## config.mk

```make
export PLATFORM = sky130hd
export DESIGN_NAME = issue_ctrl
export DESIGN_NICKNAME = d
export VERILOG_FILES = /design/src/rtl/issue_ctrl.sv
export SDC_FILE = /design/constraint.sdc
export NUM_CORES = 1
export LEC_CHECK = 0
export ABC_AREA = 1
export CORE_ASPECT_RATIO = 1.75
export CORE_MARGIN = 10
export CORE_UTILIZATION = 55
export CTS_CLUSTER_SIZE = 24
export DETAILED_ROUTE_END_ITERATION = 12
export PLACE_DENSITY = 0.79
export SYNTH_ARGS = -nofsm -noshare
export SYNTH_HDL_FRONTEND = slang
export SYNTH_SLANG_ARGS = --single-unit
```

## constraint.sdc

```tcl
create_clock -name clk -period 6.7 [get_ports clk]
set_clock_uncertainty 0.15 [all_clocks]
set_input_delay 1.34 -clock clk [delete_from_list [all_inputs] [get_ports clk]]
set_output_delay 1.34 -clock clk [all_outputs]
set_load 0.005 [all_outputs]
```

## src/rtl/issue_ctrl.sv

```systemverilog
// issue_ctrl: decode/execute issue controller.
// Tracks in-flight register writes in a per-register pending-count
// scoreboard, generates the decode stall and sequences the post-redirect
// flush window.
//
// Optional feature: define ISSUE_PERF_EN to add the stall_cycles and
// flush_events performance counter outputs.
//
// FSM states
//   state | meaning
//   RUN   | normal issue; hazards evaluated, stall may assert
//   FLUSH | flush held high after a redirect; nothing issues, stall is 0

module issue_ctrl #(
    parameter int NUM_REGS     = 32,
    parameter int CNT_W        = 2,
    parameter int FLUSH_CYCLES = 2
) (
    input  logic        clk,
    input  logic        reset,
    input  logic        dec_valid,
    input  logic [4:0]  dec_rs1_addr,
    input  logic        dec_rs1_used,
    input  logic [4:0]  dec_rs2_addr,
    input  logic        dec_rs2_used,
    input  logic [4:0]  dec_rd_addr,
    input  logic        dec_rd_wr,
    input  logic        dec_serialize,
    input  logic        wb_valid,
    input  logic [4:0]  wb_rd_addr,
    input  logic        redirect_valid,
`ifdef ISSUE_PERF_EN
    output logic [31:0] stall_cycles,
    output logic [15:0] flush_events,
`endif
    output logic        stall,
    output logic        flush,
    output logic        sb_empty,
    output logic        sb_error
);

    localparam int FW = (FLUSH_CYCLES > 1) ? $clog2(FLUSH_CYCLES) : 1;
    localparam logic [FW-1:0] FLUSH_LOAD = FW'(FLUSH_CYCLES - 1);
    localparam logic [CNT_W-1:0] CNT_MAX = {CNT_W{1'b1}};

    typedef enum logic {
        RUN   = 1'b0,
        FLUSH = 1'b1
    } state_t;

    state_t           state;
    logic [FW-1:0]    flush_cnt;
    logic [CNT_W-1:0] cnt     [NUM_REGS];
    logic [CNT_W-1:0] cnt_nxt [NUM_REGS];
    logic             all_zero_nxt;
    logic             err_set;

    logic             rs1_trk;
    logic             rs2_trk;
    logic             rd_trk;
    logic             wb_trk;
    logic             raw_hzd;
    logic             ovf_hzd;
    logic             ser_hzd;
    logic             issue;
    logic             rd_inc;

    // Register 0 is hardwired and addresses past NUM_REGS are not tracked.
    function automatic logic tracked(input logic [4:0] addr);
        return (addr != 5'd0) && (32'(addr) < 32'(NUM_REGS));
    endfunction

    // Hazard detection and issue decision from current registered state.
    always_comb begin
        rs1_trk = tracked(dec_rs1_addr);
        rs2_trk = tracked(dec_rs2_addr);
        rd_trk  = tracked(dec_rd_addr);
        wb_trk  = tracked(wb_rd_addr);
        raw_hzd = (dec_rs1_used && rs1_trk && (cnt[dec_rs1_addr] != '0)) ||
                  (dec_rs2_used && rs2_trk && (cnt[dec_rs2_addr] != '0));
        ovf_hzd = dec_rd_wr && rd_trk && (cnt[dec_rd_addr] == CNT_MAX);
        ser_hzd = dec_serialize && !sb_empty;
        stall   = dec_valid && (state == RUN) && (raw_hzd || ovf_hzd || ser_hzd);
        issue   = dec_valid && !stall && !flush;
        rd_inc  = issue && dec_rd_wr && rd_trk;
        err_set = wb_valid && wb_trk && (cnt[wb_rd_addr] == '0);
    end

    // Next pending counts; a matching issue and writeback cancel out.
    always_comb begin
        all_zero_nxt = 1'b1;
        for (int i = 0; i < NUM_REGS; i++) begin
            logic inc;
            logic dec;
            inc        = rd_inc && (dec_rd_addr == 5'(i));
            dec        = wb_valid && wb_trk && (wb_rd_addr == 5'(i));
            cnt_nxt[i] = cnt[i];
            if (inc && !dec) begin
                cnt_nxt[i] = cnt[i] + 1'b1;
            end else if (dec && !inc && (cnt[i] != '0)) begin
                cnt_nxt[i] = cnt[i] - 1'b1;
            end
            if (cnt_nxt[i] != '0) begin
                all_zero_nxt = 1'b0;
            end
        end
    end

    // Scoreboard counters plus registered empty flag and sticky error.
    always_ff @(posedge clk or negedge reset) begin
        if (!reset) begin
            for (int i = 0; i < NUM_REGS; i++) begin
                cnt[i] <= '0;
            end
            sb_empty <= 1'b1;
            sb_error <= 1'b0;
        end else begin
            for (int i = 0; i < NUM_REGS; i++) begin
                cnt[i] <= cnt_nxt[i];
            end
            sb_empty <= all_zero_nxt;
            if (err_set) begin
                sb_error <= 1'b1;
            end
        end
    end

    // Redirect/flush sequencer; a redirect during FLUSH restarts the window.
    always_ff @(posedge clk or negedge reset) begin
        if (!reset) begin
            state     <= RUN;
            flush_cnt <= '0;
            flush     <= 1'b0;
        end else begin
            case (state)
                RUN: begin
                    if (redirect_valid) begin
                        state     <= FLUSH;
                        flush_cnt <= FLUSH_LOAD;
                        flush     <= 1'b1;
                    end
                end
                FLUSH: begin
                    if (redirect_valid) begin
                        flush_cnt <= FLUSH_LOAD;
                    end else if (flush_cnt == '0) begin
                        state <= RUN;
                        flush <= 1'b0;
                    end else begin
                        flush_cnt <= flush_cnt - 1'b1;
                    end
                end
                default: begin
                    state <= RUN;
                    flush <= 1'b0;
                end
            endcase
        end
    end

`ifdef ISSUE_PERF_EN
    // Saturating stall-cycle count and wrapping redirect count.
    always_ff @(posedge clk or negedge reset) begin
        if (!reset) begin
            stall_cycles <= '0;
            flush_events <= '0;
        end else begin
            if (stall && (stall_cycles != 32'hFFFF_FFFF)) begin
                stall_cycles <= stall_cycles + 32'd1;
            end
            if (redirect_valid) begin
                flush_events <= flush_events + 16'd1;
            end
        end
    end
`endif

endmodule

```

# Word-level counts from Yosys, hierarchy flattened
# Index checks and enable logic that the tools add are counted.
# op_classes
n_addsub	65
n_mul	0
div_mod_pow	0
magnitude_cmp	4
n_eq_ne	66
shift	0
muxes	119
bitwise_logic	5
reduce_logical	319
# ops
op	count
$logic_and 1x1->1	175
$eq 5x5->1 const B	32
$mux 2	72
$reduce_bool 2->1	66
$eq 5x4->1 const B	16
$logic_not 1->1	67
$add 2x1->2 const B	32
$sub 2x1->2 const B	32
$bmux 2 s5	4
$eq 5x3->1 const B	8
$mux 1	40
$ge 6x6->1 const B	4
$not 5->6	4
$eq 5x2->1 const B	4
$reduce_bool 5->1	4
$eq 5x1->1 const B	2
$logic_not 5->1	2
$ne 2x2->1 const B	3
$pmux 1 s2	3
$logic_or 1x1->1	3
$reduce_and 3->1	1
$eq 2x2->1 const B	1
$logic_not 2->1	1
$not 1->1	1
$sub 1x1->1 const B	1
# word_totals
ff_bits	69
latch_bits	0
mem_bits_rw	0
romBits	0
output_inout_bits	4
word_cells	615
n_memories	0

# Longest topological paths before layout
# Gate-level depths: netlist of run 1.
# logic_depth
word_depth	54
mapped_depth	28
ltp_nobuf	27

# Least setup slack after synthesis of run 1
# No wires, ideal clock.
# synth_timing
kind	input to output
start	in dec_rd_addr[0]
end	out stall
arrival_time_ns	2.750
required_time_ns	5.210
setup_slack_ns	2.460
path_stages	14
path_cell_list	buf_2 > nor2_2 > buf_2 > nand2_1 > nand4_1 > nand2_1 > nand2_1 > o21ai_1 > nand2_1 > nand3_1 > nand3_2 > nand2_2 > buf_2 > inv_1
# synth_between
elab_chain_cells	9
elab_cells_between_ends	11
cone_classes	1 x eq/ne; 3 x mux; 1 x bitwise; 6 x reduce/logical
# synth_lines
item	line_no	source
start, declared	26	input logic [4:0] dec_rd_addr,
$not 5->6 (implied by the code)	81	ovf_hzd = dec_rd_wr && rd_trk && (cnt[dec_rd_addr] == CNT_MAX);
$bmux 2 s5	81	
$mux 2 (implied by the code) (2 in series)	81	
$eq 2x2->1	81	
$logic_and 1x1->1 (*)	81	
$logic_or 1x1->1 (*) (2 in series)	83	stall = dec_valid && (state == RUN) && (raw_hzd || ovf_hzd || ser_hzd);
$logic_and 1x1->1 (*)	83	
end, declared	36	output logic stall,
# Mark *: on every way between the ends. The rest lies on a longest branch, timed or not. The select of a mux whose other input is x is not followed.

# Worst setup path in the final report of run 1
# Same ends and word-level chain as after synthesis.

==> key figures, run 1 <==
Logic synthesis
  • Ranking of synthesized cells by area: dfrtp_1 25%, nand2_1 20%, nor2_1 13%
  • Netlist Area Pre-Place: approximately 6900 um2
  • Most numerous cell in the Yosys netlist: nand2_1
  • Ys flop type: dfrtp_1
  • Synth cell count leaders: 359 x nand2_1, 233 x nor2_1, 192 x inv_1
  • Synthesized area per cell: approximately 5.7 um2
  • Cells after synthesis: around 1,200
  • Yosys top cell area share: 24.7%
  • Yosys reg bits: just under 70
  • Yosys top cell by area: dfrtp_1
  • Sequential-to-total area share from yosys stat: 25.1%
  • FFs w/ async S/R, synth: 100%
  • Syn Nets: 1,277
  • Post-synth EDFFs: 0
  • Yosys warns: 0
  • Yosys cell types: 33

Clock network
  • Hold-fix buffers at CTS: 0
  • Post-CTS Setup Inserts: 0
  • Clk slew on worst S/H paths: around 60 ps
  • Resize count post-CTS: 0
  • CTS tree: yes
  • Root buffer cell: clkbuf_16
  • Maximum clock path buffer count: 2
  • Htree depth: 3
  • Worst-skew pair later-pin latency: roughly 340 ps
  • Clock sink count: 69
  • Clock buffer count from CTS: 9

Die
  • Row count: 54
  • Die ar.: between 15,000 and 20,000 um2
  • Die Y: between 150 and 200 um
  • Die X: roughly 100 um
  • Floorplan Core Area: 12,400 um2
  • Initial Util: between 50% and 60%
  • Number of I/O pins: 33

Global route
  • Overflow after GRT: 0
  • Initial antenna violation count: 1
  • First-pass GRT wire length: ~40 mm
  • Total track usage: between 20 and 30%
  • Vias in the first global route: 7,800
  • Pin count of the biggest net entering global routing: 70

Cells and area
  • Sequential cell area: 1730 um2
  • Share of layout cells above drive strength 1: around 3.1%
  • Fill count: around 1,300
  • Area Growth Syn to Fin: 10.8%
  • Core Util, Final: 61.6%
  • Multi-input logic area: about 4300 um2
  • Fin nets: around 1,300
  • Diode count: 0

Setup path
  • Crit path DAT: roughly 4300 ps
  • Crit Path Max Fanout: 18
  • Worst Setup Path Type: in2out
  • Startpoint Class: input port
  • Crit. End Element: primary output
  • Req. time, crit path: roughly 5200 ps

Pwr
  • Tot Pwr: around 2.2 mW
  • Worst vdd ir: slightly below 0.2 mV
  • Leakage: 4.12 nW
  • Pwr Density: approximately 290 nW/um2

Placement
  • DP Worst Slack: ~960 ps
  • GP Congestion: ~1.0
  • Dpl hpwl: between 20 and 25 mm
  • Port Buffers: 32

Drt
  • Routed vias: between 8,000 and 9,000
  • Drt first-iter violations: about 740
  • Routed vias/inst: about 5.7
  • DRT antenna net count: 0
  • Routed wire per std cell: roughly 18 um
  • DRT Pass-1 Iters: 7
  • Drt drc: 0
  • DRT Wirelength: roughly 26 mm

Hold path
  • Hold/Removal Path Class: reg2reg

STA
  • Relative slew slack: 37.5%
  • Final Cycle Share: between 80 and 90%
  • Final setup viols: 0
  • Setup ws final: approximately 900 ps
  • Pin slew with the least headroom to its limit: around 940 ps
  • Fin. max-slew vios: 0
  • RSZ-0062 raised after global routing: false
  • Max frequency: roughly 0.17 GHz
  • Final hold violations: 0
  • Final min period: 5800 ps
  • Setup TNS Final: 0 ps

Run
  • # Max-Cap Violations: 0

Status
  • Status: completed
report_power, final:
part	total (mW)	switching, mW	internal [mW]
sequential	0.680	0.132	0.548
clock	0.461	0.207	0.254
combinational	1.05	0.721	0.324
worst paths after layout:
| path | start | endpoint | slack, ps | depth (start not counted) |
|---|---|---|---|---|
| worst max-delay path | dec_rd_addr[0] | stall | 900 | 13 |
| worst min-delay path | cnt[62] | cnt[62] | 270 | 0 |
| worst max register to register | cnt[52] | sb_empty | 2850 | 22 |
| worst min register to register | cnt[62] | cnt[62] | 270 | 0 |
| max in group asynchronous | reset | cnt[28] | 4800 | 1 |
| min in group asynchronous | reset | cnt[35] | 970 | 1 |
sequential cells by signal, indices dropped and copies added (netlist names):
| signal | flops |
|---|---|
| state | 1 |
| sb_error | 1 |
| cnt | 64 |
| flush_cnt | 1 |
| sb_empty | 1 |
| flush | 1 |
cells by family after synthesis:
logic type / after synthesis / synth area share [%]
AO/OA/AOI/OAI: 102 / 8.59
XOR/XNOR: 2 / 0.255
adder cells (fa/ha/maj): 31 / 5.64
buffers and inverters: 222 / 12.7
flip-flops: 69 / 25.1
AND/OR/NAND/NOR: 791 / 47.7
routing by layer:
metal / up-vias / track usage, % / share of wire [%]
li1: 3910 / - / -
met3: 126 / 4.59 / 6.4
met4: 2 / 26.4 / 9.8
met2: 362 / 48.3 / 48
met1: 3671 / 30.7 / 36
met5: - / 0 / 0.070
cell usage in the layout (no fill, tap or decap), types with 2 or more instances in the layout:
master / count
a21boi_1: 2
a21oi_1: 45
a221oi_1: 2
buf_4: 9
clkbuf_16: 9
clkdlybuf4s50_1: 31
clkinvlp_4: 2
dfrtp_1: 68
ha_1: 31
inv_1: 192
inv_2: 2
inv_6: 2
nand2_1: 359
nand2_2: 2
nand3_1: 139
nand3_2: 3
nand4_1: 30
nor2_1: 233
nor2_2: 2
nor3_1: 20
o211ai_1: 9
o21ai_0: 26
o21ai_1: 5
o221ai_1: 4
o22ai_1: 5
xor2_1: 2
stage by stage:
| stage | cells | instance area (um2) | hold slack (ps) |
|---|---|---|---|
| global route | 1415 | 7620 | 294 |
| global placement | 1399 | 7350 | 273 |
| detailed placement | 1399 | 7350 | 264 |
| CTS | 1415 | 7620 | 265 |
| floorplan | 1217 | 6880 | 301 |
| finish | 1415 | 7620 | 269 |
worst max-delay path, cell delays in order:
cell	delay (ps)
clkdlybuf4s50_1	750
nor2_2	730
a21oi_1	200
nand2_1	110
nand2_1	50
nand2_1	80
o21ai_1	80
nand2_1	80
nand3_1	100
nand3_2	140
nand2_2	70
inv_1	70
clkdlybuf4s50_1	490
layout make-up:
class	count	share of cell area [%]
flip-flops and latches	69	22.7
clock inverters	6	0.607
multi-input cells	926	56.1
well taps	168	2.76
clock buffers	10	3.00
repair buffers	41	5.22
inverters	195	9.60
Note: power is estimated with default switching activity, not from simulation.
==> inputs of run 2 (changes only) <==
--- a/config.mk
+++ b/config.mk
@@ -8,10 +8,11 @@
 export ABC_AREA = 1
 export CORE_ASPECT_RATIO = 1.75
 export CORE_MARGIN = 10
-export CORE_UTILIZATION = 55
+export CORE_UTILIZATION = 35
+export CTS_CLUSTER_DIAMETER = 40
 export CTS_CLUSTER_SIZE = 24
 export DETAILED_ROUTE_END_ITERATION = 12
-export PLACE_DENSITY = 0.79
+export PLACE_DENSITY = 0.56
 export SYNTH_ARGS = -nofsm -noshare
 export SYNTH_HDL_FRONTEND = slang
 export SYNTH_SLANG_ARGS = --single-unit
==> key figures, run 2 (same netlist as run 1, synthesis figures left out) <==
STA
  • Final hold violations: 0 (unchanged)
  • Pin slew with the least headroom to its limit: 693 ps (was 938 ps)
  • Fin. max-slew vios: 0 (unchanged)
  • Setup TNS Final: 0 ps (unchanged)
  • Final min period: 5690 ps (was 5800 ps)
  • Hold_ws: 293 ps (was 269 ps)
  • Setup ws final: 1010 ps (was 902 ps)
  • Final Cycle Share: 84.9% (was 86.5%)
  • Relative slew slack: 53.6% (was 37.5%)
  • RSZ-0062 raised after global routing: false (unchanged)
  • Final setup viols: 0 (unchanged)
  • Max frequency: 0.176 GHz (was 0.172 GHz)

Drt
  • DRT Pass-1 Iters: 6 (was 7)
  • DRT antenna net count: 0 (unchanged)
  • Routed vias/inst: 5.33 (was 5.70)
  • Drt drc: 0 (unchanged)
  • Drt first-iter violations: 563 (was 735)
  • Routed wire per std cell: 18.6 um (was 18.1 um)
  • DRT Wirelength: 27.7 mm (was 25.7 mm)
  • Routed vias: 7,931 (was 8,071)

Setup path
  • Crit path DAT: 4200 ps (was 4310 ps)
  • Crit path from: dec_rd_addr[0] (unchanged)
  • FF-to-FF End: sb_empty (unchanged)
  • CP most frequent cell: nand2_1 (unchanged)
  • Crit Path Max Fanout: 24 (was 18)
  • R2r startpoint: cnt[15] (was cnt[52])
  • Startpoint Class: input port (unchanged)
  • Crit. End Element: primary output (unchanged)
  • Worst Setup Path Type: in2out (unchanged)
  • R2R Setup Slk: 2500 ps (was 2850 ps)
  • Cells along the critical path: clkdlybuf4s50_1 > buf_4 > nand2_1 > nor2_1 > a21oi_1 > nand2_1 > nand2_1 > nand2_1 > o21ai_1 > nand2_1 > nand3_1 > nand3_2 > nand2_2 > inv_1 > clkdlybuf4s50_1 (was clkdlybuf4s50_1 > nor2_2 > a21oi_1 > nand2_1 > nand2_1 > nand2_1 > o21ai_1 > nand2_1 > nand3_1 > nand3_2 > nand2_2 > inv_1 > clkdlybuf4s50_1)
  • CP max stage cell: clkdlybuf4s50_1 (unchanged)
  • Worst r2r path cells: 22 (unchanged)
  • Largest stage delay, worst path: 500 ps (was 750 ps)
  • Crit path capture: stall (unchanged)
  • Req. time, crit path: 5210 ps (about the same)

Cells and area
  • Core Util, Final: 40.1% (was 61.6%)
  • Most frequent cells in the layout: 359 x nand2_1, 233 x nor2_1, 192 x inv_1 (unchanged)
  • Largest Register: cnt (unchanged)
  • Fin nets: 1,303 (was 1,302)
  • Fill count: 2,238 (was 1,337)
  • Max reg flops: 64 (unchanged)
  • Design area: 7740 um2 (was 7620 um2)
  • Most common cell after layout, fill and taps aside: nand2_1 (unchanged)
  • Diode count: 0 (unchanged)
  • Area Growth Syn to Fin: 12.6% (was 10.8%)
  • Share of layout cells above drive strength 1: 3.04% (was 3.13%)

Pwr
  • Switch Pwr: 1.06 mW (about the same)
  • Net Sw Frac: 47.0% (was 48.5%)
  • Pint: 1.19 mW (was 1.13 mW)
  • Clock power share: 22.6% (was 21.1%)
  • Pwr Density: 290 nW/um2 (was 287 nW/um2)
  • Worst vdd ir: 0.107 mV (was 0.194 mV)
  • Leakage: 4.14 nW (was 4.12 nW)
  • Comb power frac: 47.0% (was 47.8%)
  • Flop pwr share: 30.4% (was 31.1%)

Global route
  • Total track usage: 21.3% (was 28.9%)
  • First-pass GRT wire length: 42.9 mm (was 40.1 mm)
  • Vias in the first global route: 7,740 (was 7,800)
  • Pin count of the biggest net entering global routing: 45 (was 70)
  • Initial antenna violation count: 0 (was 1)
  • Overflow after GRT: 0 (unchanged)

Status
  • Status: completed (unchanged)

Hold path
  • Hold/Removal Path Class: reg2reg (unchanged)

Die
  • Die Y: 205 um (was 168 um)
  • Die X: 126 um (was 105 um)
  • Row count: 67 (was 54)
  • Floorplan Core Area: 19,300 um2 (was 12,400 um2)
  • Number of I/O pins: 33 (unchanged)
  • Initial Util: 35.7% (was 55.6%)
  • Die ar.: 25,900 um2 (was 17,600 um2)

Clock network
  • Maximum clock path buffer count: 2 (unchanged)
  • Htree depth: 3 (unchanged)
  • Clock buffer count from CTS: 9 (unchanged)
  • Clock sink count: 69 (unchanged)
  • Hold-fix buffers at CTS: 0 (unchanged)
  • Resize count post-CTS: 0 (unchanged)
  • Root buffer cell: clkbuf_16 (unchanged)
  • Clk slew on worst S/H paths: 60 ps (about the same)
  • Post-CTS Setup Inserts: 0 (unchanged)
  • Worst-skew pair later-pin latency: 350 ps (was 340 ps)
  • CTS tree: yes (unchanged)

Placement
  • Dpl hpwl: 22.7 mm (was 20.4 mm)
  • DP Worst Slack: 997 ps (was 962 ps)
  • Port Buffers: 32 (unchanged)
  • GP Congestion: 0.994 (was 1.01)
  • Post-DP Area: 7430 um2 (was 7350 um2)

Run
  • # Max-Cap Violations: 0 (unchanged)
==> run 2: cell count changes in the layout (fill, tap and decap cells not counted) <==
cell and change:
clkinv_2 -1, buf_4 +2, clkbuf_8 +3, clkbuf_1 +2, buf_12 -1, clkinv_4 -1
inv_6 -2, bufinv_16 +1, clkinvlp_4 -2
==> run 2: how the worst min path moves through the flow <==
stage          slack [ps]  startpoint      end  cells past startpoint
2_1_floorplan         300     cnt[62]  cnt[62]                      1
3_3_place_gp          290     cnt[62]  cnt[62]                      0
3_5_place_dp          290     cnt[62]  cnt[62]                      0
4_1_cts               300     cnt[62]  cnt[62]                      0
5_1_grt               300     cnt[62]  cnt[62]                      0
6_report              290     cnt[62]  cnt[62]                      0
==> run 2: layout make-up <==
cell class | count | area (um2) | share of cell area (%)
multi-input combinational | 926 | 4280 | 55.3
inverter | 195 | 732 | 9.46
clock buffer | 15 | 278 | 3.59
clock inverter | 1 | 30.0 | 0.388
sequential | 69 | 1730 | 22.3
timing repair buffer | 42 | 393 | 5.08
tap | 241 | 302 | 3.90
==> run 2: metrics by stage <==
step / cells / power, mW
final: 1489 / 2.25
after global routing: 1489 / 2.43
after detailed placement: 1473 / 1.73
after CTS: 1489 / 2.25
after floorplan: 1217 / 1.33
after global placement: 1473 / 1.72
==> run 2: power by group through the flow <==
stage	combinational (mW)	clock, mW	sequential, mW
final	1.06	0.508	0.682
after global routing	1.19	0.533	0.698
after CTS	1.05	0.518	0.680
after detailed placement	1.04	0	0.687
after global placement	1.03	0	0.685
after floorplan	0.697	0	0.630
==> run 2: per-layer routing <==
metal | vias up | global-route usage (%) | part of all wire (%)
li1 | 3901 | - | -
met1 | 3651 | 21.3 | 36
met2 | 278 | 38.1 | 51
met3 | 101 | 2.99 | 4.7
met4 | 0 | 18.1 | 8.6
met5 | - | 0 | 0
==> run 2: critical path: cells and delay by family <==
kind / cells / cell delay [ps]
simple gates: 9 / 1320
buf+inv: 4 / 1400
compound gates: 2 / 120
==> inputs of run 3 (changes only) <==
--- a/config.mk
+++ b/config.mk
@@ -12,7 +12,7 @@
 export CTS_CLUSTER_DIAMETER = 40
 export CTS_CLUSTER_SIZE = 24
 export DETAILED_ROUTE_END_ITERATION = 12
-export PLACE_DENSITY = 0.56
+export PLACE_DENSITY = 0.58
 export SYNTH_ARGS = -nofsm -noshare
 export SYNTH_HDL_FRONTEND = slang
 export SYNTH_SLANG_ARGS = --single-unit
==> constraint.sdc (replaced) <==
create_clock -name clk -period 4.8 [get_ports clk]
set_clock_uncertainty 0.15 [all_clocks]
set_input_delay 0.96 -clock clk [delete_from_list [all_inputs] [get_ports clk]]
set_output_delay 0.96 -clock clk [all_outputs]
set_load 0.005 [all_outputs]
==> key figures, run 3 (same netlist as run 1, synthesis figures left out) <==
Status
  • Status: completed (unchanged)

Cells and area
  • Share of layout cells above drive strength 1: 5.04% (was 3.04%)
  • Most frequent cells in the layout: 359 x nand2_1, 233 x nor2_1, 192 x inv_1 (unchanged)
  • Fill count: 2,163 (was 2,238)
  • Design area: 8020 um2 (was 7740 um2)
  • Area Growth Syn to Fin: 16.6% (was 12.6%)
  • Largest Register: cnt (unchanged)
  • Max reg flops: 64 (unchanged)
  • Fin nets: 1,326 (was 1,303)
  • Diode count: 0 (unchanged)
  • Most common cell after layout, fill and taps aside: nand2_1 (unchanged)

Clock network
  • CTS tree: yes (unchanged)
  • Clock sink count: 69 (unchanged)
  • Resize count post-CTS: 0 (unchanged)
  • Hold-fix buffers at CTS: 0 (unchanged)
  • Root buffer cell: clkbuf_16 (unchanged)
  • Worst-skew pair later-pin latency: 350 ps (about the same)
  • Post-CTS Setup Inserts: 0 (unchanged)
  • Maximum clock path buffer count: 2 (unchanged)
  • Clk slew on worst S/H paths: 60 ps (about the same)
  • Clock buffer count from CTS: 9 (unchanged)
  • Htree depth: 3 (unchanged)

Placement
  • DP Worst Slack: 55.3 ps (was 997 ps)
  • Dpl hpwl: 22.5 mm (was 22.7 mm)
  • Post-DP Area: 7670 um2 (was 7430 um2)
  • GP Congestion: 1.01 (was 0.994)
  • Port Buffers: 32 (unchanged)

Global route
  • Total track usage: 21.2% (was 21.3%)
  • Initial antenna violation count: 0 (unchanged)
  • Vias in the first global route: 8,064 (was 7,740)
  • Pin count of the biggest net entering global routing: 70 (was 45)
  • Overflow after GRT: 0 (unchanged)
  • First-pass GRT wire length: 42.9 mm (about the same)

Setup path
  • Cells along the critical path: clkdlybuf4s50_1 > inv_1 > nor2_1 > nand2_1 > and2_1 > nand3_1 > nand3_1 > nand2_1 > nand2_1 > nand3_1 > nand2_1 > inv_1 > nand3_2 > nand2_2 > inv_1 > clkdlybuf4s50_1 (was clkdlybuf4s50_1 > buf_4 > nand2_1 > nor2_1 > a21oi_1 > nand2_1 > nand2_1 > nand2_1 > o21ai_1 > nand2_1 > nand3_1 > nand3_2 > nand2_2 > inv_1 > clkdlybuf4s50_1)
  • Crit. End Element: primary output (unchanged)
  • Req. time, crit path: 3690 ps (was 5210 ps)
  • FF-to-FF End: sb_empty (unchanged)
  • Worst r2r path cells: 24 (was 22)
  • Worst Setup Path Type: in2out (unchanged)
  • R2R Setup Slk: 920 ps (was 2500 ps)
  • Startpoint Class: input port (unchanged)
  • CP max stage cell: clkdlybuf4s50_1 (unchanged)
  • CP most frequent cell: nand2_1 (unchanged)
  • R2r startpoint: cnt[15] (unchanged)
  • Crit Path Max Fanout: 5 (was 24)
  • Largest stage delay, worst path: 540 ps (was 500 ps)
  • Crit path DAT: 3410 ps (was 4200 ps)

STA
  • Pin slew with the least headroom to its limit: 978 ps (was 693 ps)
  • Setup TNS Final: 0 ps (unchanged)
  • RSZ-0062 raised after global routing: false (unchanged)
  • Final hold violations: 0 (unchanged)
  • Setup ws final: 280 ps (was 1010 ps)
  • Final setup viols: 0 (unchanged)
  • Relative slew slack: 34.8% (was 53.6%)
  • Final min period: about 4500 ps
  • Final Cycle Share: 94.2%
  • Max frequency: about 0.22 GHz
  • Fin. max-slew vios: 0 (unchanged)

Drt
  • Routed wire per std cell: 18.2 um (was 18.6 um)
  • Drt drc: 0 (unchanged)
  • Routed vias/inst: 5.35 (was 5.33)
  • DRT Wirelength: 27.5 mm (was 27.7 mm)
  • DRT Pass-1 Iters: 8 (was 6)
  • DRT antenna net count: 0 (unchanged)
  • Drt first-iter violations: 538 (was 563)
  • Routed vias: 8,095 (was 7,931)

Die
  • Die Y: 205 um (unchanged)
  • Number of I/O pins: 33 (unchanged)
  • Row count: 67 (unchanged)
  • Floorplan Core Area: 19,300 um2 (unchanged)
  • Initial Util: 35.7% (unchanged)
  • Die X: 126 um (unchanged)
  • Die ar.: 25,900 um2 (unchanged)

Run
  • # Max-Cap Violations: 0 (unchanged)

Hold path
  • Hold/Removal Path Class: reg2reg (unchanged)
  • Worst hold endpoint: cnt[62] (unchanged)
  • Hold Startpoint: cnt[62] (unchanged)
  • Hold Crit Depth: 0 (unchanged)

Pwr
  • Pwr Density: 408 nW/um2 (was 290 nW/um2)
  • Worst vdd ir: 0.157 mV (was 0.107 mV)
  • Leakage: 4.28 nW (was 4.14 nW)
  • Tot Pwr: 3.27 mW (was 2.25 mW)
[run 3: cell types whose count changed in the layout (fill, tap and decap cells not counted), sizes merged]
cell,delta
clkbuf,-5
clkinv,+1
buf,+23
clkinvlp,+2
bufinv,+2
[run 3: report_power, final]
group	internal (mW)	switching [mW]	leakage [nW]
Sequential	0.766	0.186	0.821
Combinational	0.483	1.03	3.30
Clock	0.521	0.277	0.165
[run 3: layout make-up]
| cell class | count | area [um2] | share of cell area (%) |
|---|---|---|---|
| flip-flops and latches | 69 | 1730 | 21.6 |
| clock buffers | 10 | 239 | 2.98 |
| well taps | 241 | 302 | 3.76 |
| multi-input cells | 926 | 4280 | 53.4 |
| clock inverters | 6 | 110 | 1.37 |
| inverters | 195 | 732 | 9.13 |
| repair buffers | 65 | 628 | 7.83 |
[run 3: how the worst max path moves through the flow]
stage,startpoint,to,slack (ps)
2_1_floorplan,dec_rd_addr[0],stall,1320
4_1_cts,dec_rs1_addr[0],stall,270
3_5_place_dp,dec_rs1_addr[0],sb_empty,60
3_3_place_gp,dec_rs1_addr[0],sb_empty,110
6_report,dec_rs1_addr[0],stall,280
5_1_grt,dec_rd_addr[1],stall,70
[run 3: per-layer routing]
metal  share of wire (%)  up-vias  GRT usage (%)
li1                    -     3951              -
met1                  36     3711           20.7
met2                  50      301           37.3
met3                 4.7      132           3.27
met4                 9.7        0           19.9
met5                   0        -              0
[run 3: critical path, delay by kind of cell]
family,cells,cell delay [ps]
buffers and inverters,5,1270
AND/OR/NAND/NOR,11,1180
[run 3: metrics by stage]
step,hold WS (ps),util [%],cells
5_1_grt,302,41.6,1512
3_3_place_gp,254,39.8,1496
6_report,268,41.6,1512
2_1_floorplan,301,-,1217
3_5_place_dp,255,39.8,1496
4_1_cts,270,41.6,1512
